==> src/rtl/ui_text_renderer.sv <==
// ui_text_renderer: holds up to MAX_CHARS glyph records per UI entry and renders lit text pixels via a font ROM.
// Latency: text_signal for the pixel sampled at edge E0 is valid after edge E2 (2 edges later).
// Backpressure: char_ready low in reset, during clear or when full; records offered while full are dropped and set overflow.
module ui_text_renderer #(
   parameter int MAX_CHARS       = 16,
   parameter int GLYPH_W         = 8,
   parameter int GLYPH_H         = 8,
   parameter int SCALE_SHIFT     = 1,
   parameter int FONT_ADDR_WIDTH = 11
) (
   input  logic                         clk,
   input  logic                         reset,
   input  logic                         clear,
   input  logic                         char_valid,
   output logic                         char_ready,
   input  logic [9:0]                   char_pos_x,
   input  logic [9:0]                   char_pos_y,
   input  logic [7:0]                   char_index,
   input  logic [9:0]                   x,
   input  logic [9:0]                   y,
   output logic [FONT_ADDR_WIDTH-1:0]   font_addr,
   input  logic [GLYPH_W-1:0]           font_row,
   output logic                         text_signal,
   output logic [$clog2(MAX_CHARS):0]   char_count,
   output logic                         overflow
);

   localparam int SEL_W = $clog2(MAX_CHARS);
   localparam int ROW_W = $clog2(GLYPH_H);
   localparam int COL_W = $clog2(GLYPH_W);
   // On-screen glyph footprint, evaluated in 11 bits so a glyph near x=1023 does not wrap to x=0
   localparam logic [10:0] SPAN_X = 11'(GLYPH_W << SCALE_SHIFT);
   localparam logic [10:0] SPAN_Y = 11'(GLYPH_H << SCALE_SHIFT);

   // Slot buffer
   logic [9:0]        r_pos_x [MAX_CHARS];
   logic [9:0]        r_pos_y [MAX_CHARS];
   logic [7:0]        r_idx   [MAX_CHARS];
   logic [SEL_W:0]    r_count;
   logic              r_overflow;
   logic              w_wr;

   // Per-slot hit test and priority select
   logic [10:0]          w_dx [MAX_CHARS];
   logic [10:0]          w_dy [MAX_CHARS];
   logic [MAX_CHARS-1:0] w_slot_hit;
   logic                 w_hit;
   logic [SEL_W-1:0]     w_sel;
   logic [COL_W-1:0]     w_col;
   logic [ROW_W-1:0]     w_row;
   logic [7:0]           w_idx;
   logic [FONT_ADDR_WIDTH-1:0] w_addr;

   // Pipeline stages
   logic                       r_hit0, r_hit1;
   logic                       r_blank0, r_blank1;
   logic [COL_W-1:0]           r_col0, r_col1;
   logic [FONT_ADDR_WIDTH-1:0] r_font_addr;
   logic                       r_text;
   logic [GLYPH_W-1:0]         w_col_mask;
   logic                       w_font_bit;

   assign char_ready = !reset && !clear && (r_count < (SEL_W+1)'(MAX_CHARS));
   assign w_wr       = char_valid && char_ready;

   // Record count and sticky overflow; clear beats a same-cycle write
   always_ff @(posedge clk) begin
      if (reset) begin
         r_count    <= '0;
         r_overflow <= 1'b0;
      end else if (clear) begin
         r_count    <= '0;
         r_overflow <= 1'b0;
      end else if (w_wr) begin
         r_count    <= r_count + 1'b1;
      end else if (char_valid) begin
         // Not ready outside reset/clear means the buffer is full
         r_overflow <= 1'b1;
      end
   end

   // Slot storage; slots at or beyond r_count are masked by the hit test, so no reset is needed
   always_ff @(posedge clk) begin
      if (w_wr) begin
         r_pos_x[r_count[SEL_W-1:0]] <= char_pos_x;
         r_pos_y[r_count[SEL_W-1:0]] <= char_pos_y;
         r_idx[r_count[SEL_W-1:0]]   <= char_index;
      end
   end

   // Per-slot coverage of the current scan pixel
   always_comb begin
      for (int i = 0; i < MAX_CHARS; i++) begin
         w_dx[i]       = {1'b0, x} - {1'b0, r_pos_x[i]};
         w_dy[i]       = {1'b0, y} - {1'b0, r_pos_y[i]};
         w_slot_hit[i] = ((SEL_W+1)'(i) < r_count)
                      && ({1'b0, x} >= {1'b0, r_pos_x[i]})
                      && ({1'b0, x} <  ({1'b0, r_pos_x[i]} + SPAN_X))
                      && ({1'b0, y} >= {1'b0, r_pos_y[i]})
                      && ({1'b0, y} <  ({1'b0, r_pos_y[i]} + SPAN_Y));
      end
   end

   // Lowest-numbered covering slot wins: scan downward so the last match is the lowest
   always_comb begin
      w_hit = 1'b0;
      w_sel = '0;
      for (int i = MAX_CHARS - 1; i >= 0; i--) begin
         if (w_slot_hit[i]) begin
            w_hit = 1'b1;
            w_sel = SEL_W'(i);
         end
      end
   end

   assign w_col  = COL_W'(w_dx[w_sel] >> SCALE_SHIFT);
   assign w_row  = ROW_W'(w_dy[w_sel] >> SCALE_SHIFT);
   assign w_idx  = r_idx[w_sel];
   assign w_addr = FONT_ADDR_WIDTH'({w_idx, w_row});

   // Column select into the ROM row; MSB is the leftmost pixel
   assign w_col_mask = {1'b1, {(GLYPH_W-1){1'b0}}} >> r_col1;
   assign w_font_bit = |(font_row & w_col_mask);

   // Render pipeline: E0 latch hit/address, E1 wait for ROM, E2 produce pixel
   always_ff @(posedge clk) begin
      if (reset) begin
         r_hit0      <= 1'b0;
         r_hit1      <= 1'b0;
         r_blank0    <= 1'b0;
         r_blank1    <= 1'b0;
         r_col0      <= '0;
         r_col1      <= '0;
         r_font_addr <= '0;
         r_text      <= 1'b0;
      end else begin
         r_hit0   <= w_hit;
         r_col0   <= w_col;
         r_blank0 <= (w_idx == 8'd0);
         if (w_hit) begin
            r_font_addr <= w_addr;
         end
         r_hit1   <= r_hit0;
         r_col1   <= r_col0;
         r_blank1 <= r_blank0;
         r_text   <= r_hit1 && !r_blank1 && w_font_bit;
      end
   end

   assign font_addr   = r_font_addr;
   assign text_signal = r_text;
   assign char_count  = r_count;
   assign overflow    = r_overflow;

endmodule

==> config.mk <==
export PLATFORM = sky130hd
export DESIGN_NAME = ui_text_renderer
export DESIGN_NICKNAME = d
export VERILOG_FILES = /design/src/rtl/ui_text_renderer.sv
export SDC_FILE = /design/constraint.sdc
export NUM_CORES = 1
export LEC_CHECK = 0
export CORE_UTILIZATION = 58
export CTS_CLUSTER_SIZE = 24
export DETAILED_ROUTE_END_ITERATION = 8
export GPL_ROUTABILITY_DRIVEN = 0
export GPL_TIMING_DRIVEN = 0
export MAX_ROUTING_LAYER = met4
export PLACE_DENSITY = 0.77
export SYNTH_ARGS = -nofsm -noshare
export SYNTH_HDL_FRONTEND = slang
export SYNTH_SLANG_ARGS = --single-unit
==> constraint.sdc <==
create_clock -name clk -period 11.7 [get_ports clk]
set_clock_uncertainty 0.15 [all_clocks]
set_input_delay 2.34 -clock clk [delete_from_list [all_inputs] [get_ports clk]]
set_output_delay 2.34 -clock clk [all_outputs]
set_load 0.03 [all_outputs]
# Yosys cells after proc, flatten, opt, wreduce, memory -nomap -nowiden
# Memories as Yosys holds them, arrays and structs flattened.
# Index checks and enable logic that the tools add are counted.
[totals]
regBits = 28
latch_bits = 0
ram_bits = 448
romBits = 0
inputBits = 60
out_inout_bits = 19
word_cells = 280
mem_count = 3
[mem_list]
columns = ["name", "words", "word_bits", "read_ports", "rd_clocked_by_memory_dff", "write_ports", "line_no", "source"]
rows = [
  ["r_pos_x", 16, 10, 16, 0, 1, "36", "logic [9:0] r_pos_x [MAX_CHARS];"],
  ["r_pos_y", 16, 10, 16, 0, 1, "37", "logic [9:0] r_pos_y [MAX_CHARS];"],
  ["r_idx", 16, 8, 1, 0, 1, "38", "logic [7:0] r_idx [MAX_CHARS];"],
]
[op_classes]
n_addsub = 65
multipliers = 0
div = 0
n_lt_le_gt_ge = 82
n_eq_ne = 0
shift = 1
n_mux = 40
bitwise = 3
reduce_logical = 76
[op_table]
columns = ["cell", "count"]
rows = [
  ["$add 10x5->11 const B", 32],
  ["$lt 10x11->1", 32],
  ["$sub 10x10->11", 32],
  ["$ge 10x10->1", 32],
  ["$bmux 11 s4", 2],
  ["$mux 4", 20],
  ["$logic_and 1x1->1", 69],
  ["$lt 4x5->1 const A", 8],
  ["$lt 3x5->1 const A", 4],
  ["$mux 1", 18],
  ["$lt 1x5->1 const A", 2],
  ["$lt 2x5->1 const A", 2],
  ["$and 8x8->8", 1],
  ["$logic_not 8->1", 1],
  ["$reduce_or 8->1", 1],
  ["$shr 8x3->8 const A", 1],
  ["$add 5x1->5 const B", 1],
  ["$ge 5x5->1 const B", 1],
  ["$lt 5x5->1 const B", 1],
  ["$not 4->5", 1],
  ["$logic_not 1->1", 3],
  ["$reduce_and 2->1", 1],
  ["$reduce_or 2->1", 1],
  ["$not 1->1", 1],
]

# Longest topological paths before layout
# Gate-level depths: netlist of run 1.
[depth]
ltp_word = 25
ltp_mapped = 22
mapped_depth_nobuf = 18

# Worst setup path before layout of run 1
# OpenSTA, ideal clock, no wires.
[synth_path]
kind = "input -> register"
from = "in clear"
to = "mem r_idx[3][0] (enable)"
setup_time_ns = 0.448
arrival_time_ns = 5.773
setup_slack_ns = 5.329
cell_stages = 7
path_cell_list = "or2_2 -> clkbuf_1 -> nor2_1 -> and2_1 -> clkbuf_1 -> nand2_1 -> nor3_1"
[synth_between]
elab_chain_len = 6
[synth_lines]
columns = ["item", "line_no", "source"]
rows = [
  ["start, declared", "13", "input logic clear,"],
  ["$logic_not 1->1", "63", "assign char_ready = !reset && !clear && (r_count < (SEL_W+1)'(MAX_CHARS));"],
  ["$logic_and 1x1->1 (2 in a row)", "63", ""],
  ["net char_ready", "15", "output logic char_ready,"],
  ["$logic_and 1x1->1", "64", "assign w_wr = char_valid && char_ready;"],
  ["$mux 1", "84", "if (w_wr) begin"],
  ["$mux 1 (not written as such)", "87", "r_idx[r_count[SEL_W-1:0]] <= char_index;"],
  ["end, declared", "38", ""],
]
# The timed path passes the listed nets, and every way through them passes these cells.

# Final worst setup path of run 1
[layout_path]
from = "in x[3]"
to = "reg r_col0[2]"
[layout_between]
elab_chain_len = 25
[layout_lines]
columns = ["item", "line_no", "source"]
rows = [
  ["start, declared", "19", "input logic [9:0] x,"],
  ["$ge 10x10->1", "97", "&& ({1'b0, x} >= {1'b0, r_pos_x[i]})"],
  ["$logic_and 1x1->1", "97", ""],
  ["$logic_and 1x1->1", "98", "&& ({1'b0, x} < ({1'b0, r_pos_x[i]} + SPAN_X))"],
  ["$logic_and 1x1->1", "99", "&& ({1'b0, y} >= {1'b0, r_pos_y[i]})"],
  ["$logic_and 1x1->1", "100", "&& ({1'b0, y} < ({1'b0, r_pos_y[i]} + SPAN_Y));"],
  ["$mux 4 (16 in a row)", "109", "if (w_slot_hit[i]) begin"],
  ["$not 4->5 (not written as such)", "116", "assign w_col = COL_W'(w_dx[w_sel] >> SCALE_SHIFT);"],
  ["$bmux 11 s4 (*)", "116", ""],
  ["$mux 4 (not written as such) (*) (2 in a row)", "116", ""],
  ["end signal, assigned", "138", "r_col0 <= w_col;"],
  ["end, declared", "57", "logic [COL_W-1:0] r_col0, r_col1;"],
]
# Mark *: on every way between the ends. The rest lies on a longest branch, timed or not. The select of a mux whose other input is x is not followed.
# A chain may end at the register's enable or synchronous reset.

==> impl_metrics.toml, run 1 <==
[worst_hold_path]
holdPathEnd = "text_signal"
min_from = "r_blank1"
worstHoldPathType = "reg2reg"
min_path_cells = 1

[global_route]
grt_pass1_vias = 27773
grt_max_degree = 33
grt_antenna_before_repair = 0
grt_overflow = 0
grt_pass1_wl_um = 159000
track_usage = 0.367

[clock_tree]
cts_buffers = 51
clockBufferDepth = 3
cts_resized = 0
clock_latency_ps = 620
ctsHoldBuffers = 0
post_cts_buffers = 0
cts_tree = "built"
clock-root-buffer = "clkbuf_16"
cts.clk_slew.worst_paths_ps = 60
ctsHtreeMaxLevel = 2
cts_sinks = 476

[synthesis]
synth_nets = 3744
yosys.area.top_type = "edfxtp_1"
synthArstFlopShare = 0
avgSynthCellArea_um2 = 10.9
synth_edf_count = 448
yosysTopAreaCellShare = 0.399
ys.warnings.count = 0
syn_inst = 3104
synth_area_leaders = "edfxtp_1 (40%), ha_1 (20%), inv_1 (4.1%), xnor2_1 (3.8%), nand3_1 (2.4%)"
synth_cell_types = 98
ys_seq_elements = 476
synth_area_um2 = 33800
synth_flop_cell = "edfxtp_1"
synth_seq_area_share = 0.415

[final_layout]
area_delta_synth_final_pct = 12.0
drive_gt1_frac = 0.0605
final_common_cell = "ha_1"
mostFrequentLayoutCells = "ha_1 (548), edfxtp_1 (448), inv_1 (367)"
final_net_count = 3908
n_antenna_cell = 0
design_area_um2 = 37800

[placed_design]
dp_hpwl_um = 75300
portBuffers = 78
place_area_um2 = 36200

[critical_path]
cp-end-kind = "flip-flop"
r2r_cells = 17
crit_start = "x[3]"
cp-start-kind = "input port"
r2r-end = "r_col0[2]"
regToRegSetupSlack_ps = 4620
worst_ep_arrival_time_ps = 9850
worstPathRequired_ps = 12020
crit_fanout = 16
critical_path_class = "in2reg"
timing.rr.start = "r_pos_x[7][6]"

[route]
drtAntennaViolNets = 0
drc = 0
wl_met3_um = 11900
routed_wl_um = 106000
dr_wl_met2_um = 47700
wl_met1_um = 37900
vias_per_cell = 6.67
dr.pass1.iters = 9
drtIter0Drc = 3140
highest_layer = "met4"
wl_per_cell_um = 26.0
vias = 27161

[power_and_ir_drop]
power_switching_share = 0.249
vdd_ir_drop_max_uv = 130
p_comb_frac = 0.110
p_per_area_nw_per_um2 = 104
clockPowerShare = 0.417
p_leak_nw = 15.6
pwr-share-seq = 0.474
cellInternalPower_mw = 2.97
switchingPower_mw = 0.983

[floorplan]
die_y_um = 243
io_pins = 79
core_area_um2 = 57600
die_w_um = 243
initial_core_util = 0.586
rows = 88
design.die.area_um2 = 59200

[timing]
drv_slew = 0
finalCriticalPeriod_ps = 9530
worst_slew_pin_slew_ps = 1340
rsz0062_at_grt = "false"
relSlewSlack = 0.105
setup_tns_ps = 0
max_freq_mhz = 105
hold_violations = 0
finalSetupViolCount = 0
period_share = 0.815

[status]
status = "finished, final reports clean"

[job]
drv_cap = 0
[layer usage]
layer	up-vias	GRT usage
met4	0	0.258
li1	11966	-
met1	13028	0.429
met3	457	0.0775
met2	1710	0.563
met5	-	-
[registers in the layout, summed over array words and instances, names as in the netlist, 3 cells and up]
signal	cells
r_col1	3
font_addr	11
r_pos_x	160
r_pos_y	160
r_col0	3
char_count	5
r_idx	128
[power by group through the flow]
stage / sequential, mW / combinational [mW] / clock (mW)
floorplan: 1.91 / 0.220 / 0
global placement: 1.91 / 0.384 / 0
detailed placement: 1.91 / 0.415 / 0
CTS: 1.87 / 0.420 / 1.65
global route: 1.87 / 0.466 / 1.72
finish: 1.87 / 0.433 / 1.65
[metrics by stage]
step                      std cells  hold WS (ps)   util  total power, mW  setup slack (ps)
after floorplan                3104           226      -             2.13              5330
after global placement         3947           254  0.616             2.29              1680
after detailed placement       3980           254  0.628             2.32              2030
after CTS                      4073           278  0.656             3.94              2640
after global routing           4073           284  0.656             4.05              2190
final                          4073           274  0.656             3.95              2170
[worst max-delay path, stage by stage]
cell and delay, ps:
clkdlybuf4s50_1 1050, ha_1 830, o21ai_0 180, a21oi_1 540, nor4_1 110, o21ai_0 330, nor4bb_1 930, a21oi_1 400
o211ai_1 510, a21o_1 290, buf_2 470, buf_2 520, o21ai_0 180, a211oi_1 590, nor3_1 120, a211oi_1 420
[cells by family (layout without fill, tap and decap cells)]
logic type               Yosys count  in the layout  synth area share
AND/OR/NAND/NOR                  731            731             0.112
AO/OA/AOI/OAI                    674            674             0.138
adder cells (fa/ha/maj)          580            580             0.222
flip-flops                       476            476             0.415
buffers and inverters            413            617            0.0494
XOR/XNOR                         168            168            0.0436
multiplexers                      62             62            0.0196
[worst max path at each step]
stage / cells after the start / slack, ps / to
floorplan: 7 / 5330 / r_idx[3][0]
global placement: 15 / 1680 / r_col0[2]
detailed placement: 16 / 2030 / r_blank0
CTS: 16 / 2640 / r_blank0
global route: 16 / 2190 / r_col0[2]
finish: 16 / 2170 / r_col0[2]
[final cells by class]
class	count	area, um^2
buffer	46	290
clock buffer	68	1420
clock inverter	25	225
fill	4167	19800
inverter	367	1380
multi-input combinational	2215	18200
sequential	476	14000
tap	765	957
timing repair buffer	111	1340
[cell usage after synthesis, types with 36 or more instances]
cell      count
a211oi_1     55
inv_1       367
edfxtp_1    448
nor3_1       67
o211ai_1     55
nand2_1     137
o21ai_0     120
xnor2_1     148
o21a_1       63
ha_1        548
nand2b_1     54
nor2b_1      37
mux2i_1      56
a21o_1       36
nand3_1     160
nor2_1      119
a21oi_1     127
Note: power is estimated with default switching activity, not from simulation.
==> inputs of run 2 (changes only) <==
Settings changed: PLACE_DENSITY 0.77 to 0.8.
Clock period 11.7 ns to 7.92 ns, I/O delays scaled along.
==> run 2 against run 1 <==
Against the previous run: the flow now finishes with violations (negative setup slack); count of clock-buffer cells in the layout decreased by 11; register-to-register slack worse by 3500 ps; combinational power rose by 49%; final cell count unchanged; total power grew 53%; hold slack better by 22 ps; critical path depth increased by 1; critical path type unchanged; critical endpoint unchanged; largest cell class unchanged; largest power group unchanged.
==> impl_metrics.toml, run 2 (synthesis results as in run 1) <==
[floorplan]
core_area_um2 = 57600
design.die.area_um2 = 59200
io_pins = 79
die_w_um = 243
initial_core_util = 0.586
die_y_um = 243
rows = 88

[clock_tree]
cts.clk_slew.worst_paths_ps = 70
clockBufferDepth = 3
clock_latency_ps = 640
cts_sinks = 476
ctsHtreeMaxLevel = 2
cts_buffers = 50
cts_tree = "built"
clock-root-buffer = "clkbuf_16"
post_cts_buffers = 0

[timing]
drv_slew = 0
finalCriticalPeriod_ps = 7950
relSlewSlack = 0.138
finalSetupViolCount = 1
max_freq_mhz = 126
rsz0062_at_grt = "false"
holdWs_ps = 297
timing.final.ws_setup_ps = -25.5
setup_tns_ps = -25.5
hold_violations = 0
worst_slew_pin_slew_ps = 1280
period_share = 1.00

[global_route]
grt_overflow = 0
grt_pass1_vias = 27681
grt_max_degree = 33
track_usage = 0.361
grt_antenna_before_repair = 2
grt_pass1_wl_um = 157000

[power_and_ir_drop]
p_leak_nw = 15.8
p_per_area_nw_per_um2 = 159
vdd_ir_drop_max_uv = 199

[route]
vias_per_cell = 6.68
wl_per_cell_um = 25.6
drc = 0
dr.pass1.iters = 8
drtAntennaViolNets = 0
routed_wl_um = 104000
drtIter0Drc = 3351
vias = 27192

[status]
status = "finished with violations"
failed_checks = "negative setup slack"

[critical_path]
critical_path_class = "in2reg"
crit_family = "compound AO/OA/AOI/OAI gates"
crit_chain = "clkdlybuf4s50_1 > inv_1 > ha_1 > nand2b_1 > a21oi_1 > nor4_1 > o21ai_0 > nor4bb_1 > a21oi_1 > o211ai_1 > a21o_1 > buf_2 > buf_2 > o21ai_0 > a211oi_1 > nor3_1 > a211oi_1"
critPathBufInv = 4
cp-end-kind = "flip-flop"
worst_ep_arrival_time_ps = 8250
worstPathRequired_ps = 8220
crit_fanout = 16
critPathSlowestCell = "nor4bb_1"
cp-start-kind = "input port"
cpPeakStageDelay_ps = 1020

[placed_design]
place_ws_ps = -487
portBuffers = 78
dp_hpwl_um = 74000

[final_layout]
final_net_count = 3906
area_delta_synth_final_pct = 12.7
mostFrequentLayoutCells = "ha_1 (548), edfxtp_1 (448), inv_1 (367)"
final_common_cell = "ha_1"
drive_gt1_frac = 0.0647

[worst_hold_path]
worstHoldPathType = "reg2reg"

[job]
drv_cap = 0
-- run 2: changes by cell type in the layout (fill, tap and decap cells not counted), sizes merged --
| cell | previous run | this run |
|---|---|---|
| diode | 0 | 1 |
| bufinv | 4 | 10 |
| clkbuf | 83 | 72 |
| dlymetal6s2s | 0 | 6 |
| clkinvlp | 2 | 9 |
| clkdlybuf4s50 | 66 | 60 |
| buf | 76 | 75 |
| clkinv | 17 | 15 |
-- run 2: through the flow --
stage	util	area (um^2)	cells	power, mW
after global placement	0.616	35500	3947	3.38
after global routing	0.660	38000	4073	6.17
after CTS	0.660	38000	4071	6.01
after floorplan	-	33800	3104	3.14
after detailed placement	0.628	36200	3978	3.43
final	0.660	38000	4073	6.03
-- run 2: cell type report --
class | instances | area [um^2]
diodes | 1 | 2.50
plain buffers | 46 | 290
clock buffers | 57 | 1340
clock inverters | 36 | 502
fillers | 4090 | 19600
inverters | 367 | 1380
multi-input cells | 2215 | 18200
flip-flops and latches | 476 | 14000
well taps | 765 | 957
repair buffers | 110 | 1360
-- run 2: report_power, final --
part | total [mW] | leakage [nW] | internal, mW | switching (mW)
clock | 2.63 | 0.867 | 1.55 | 1.07
sequential | 2.76 | 4.26 | 2.76 | 0.00412
combinational | 0.644 | 10.6 | 0.238 | 0.406
total | 6.03 | 15.8 | 4.55 | 1.48
-- run 2: what timing repair did --
action	4_1_cts	5_1_grt
hold buffers	0	0
gates resized for setup	0	6
setup endpoints to repair	0	4
-- run 2: layer usage --
metal | vias to the layer above | track usage | part of all wire
li1 | 11966 | - | -
met1 | 12914 | 0.423 | 0.36
met2 | 1806 | 0.551 | 0.44
met3 | 506 | 0.0772 | 0.12
met4 | 0 | 0.258 | 0.084
met5 | - | - | 0
-- run 2: final timing paths --
check | slack [ps] | cells after the start | endpoint | from
max | -30 | 17 | r_col0[2] | x[0]
min | 300 | 1 | text_signal | r_blank1
max reg2reg | 1150 | 18 | r_col0[2] | r_pos_y[2][6]
min reg2reg | 300 | 1 | text_signal | r_blank1
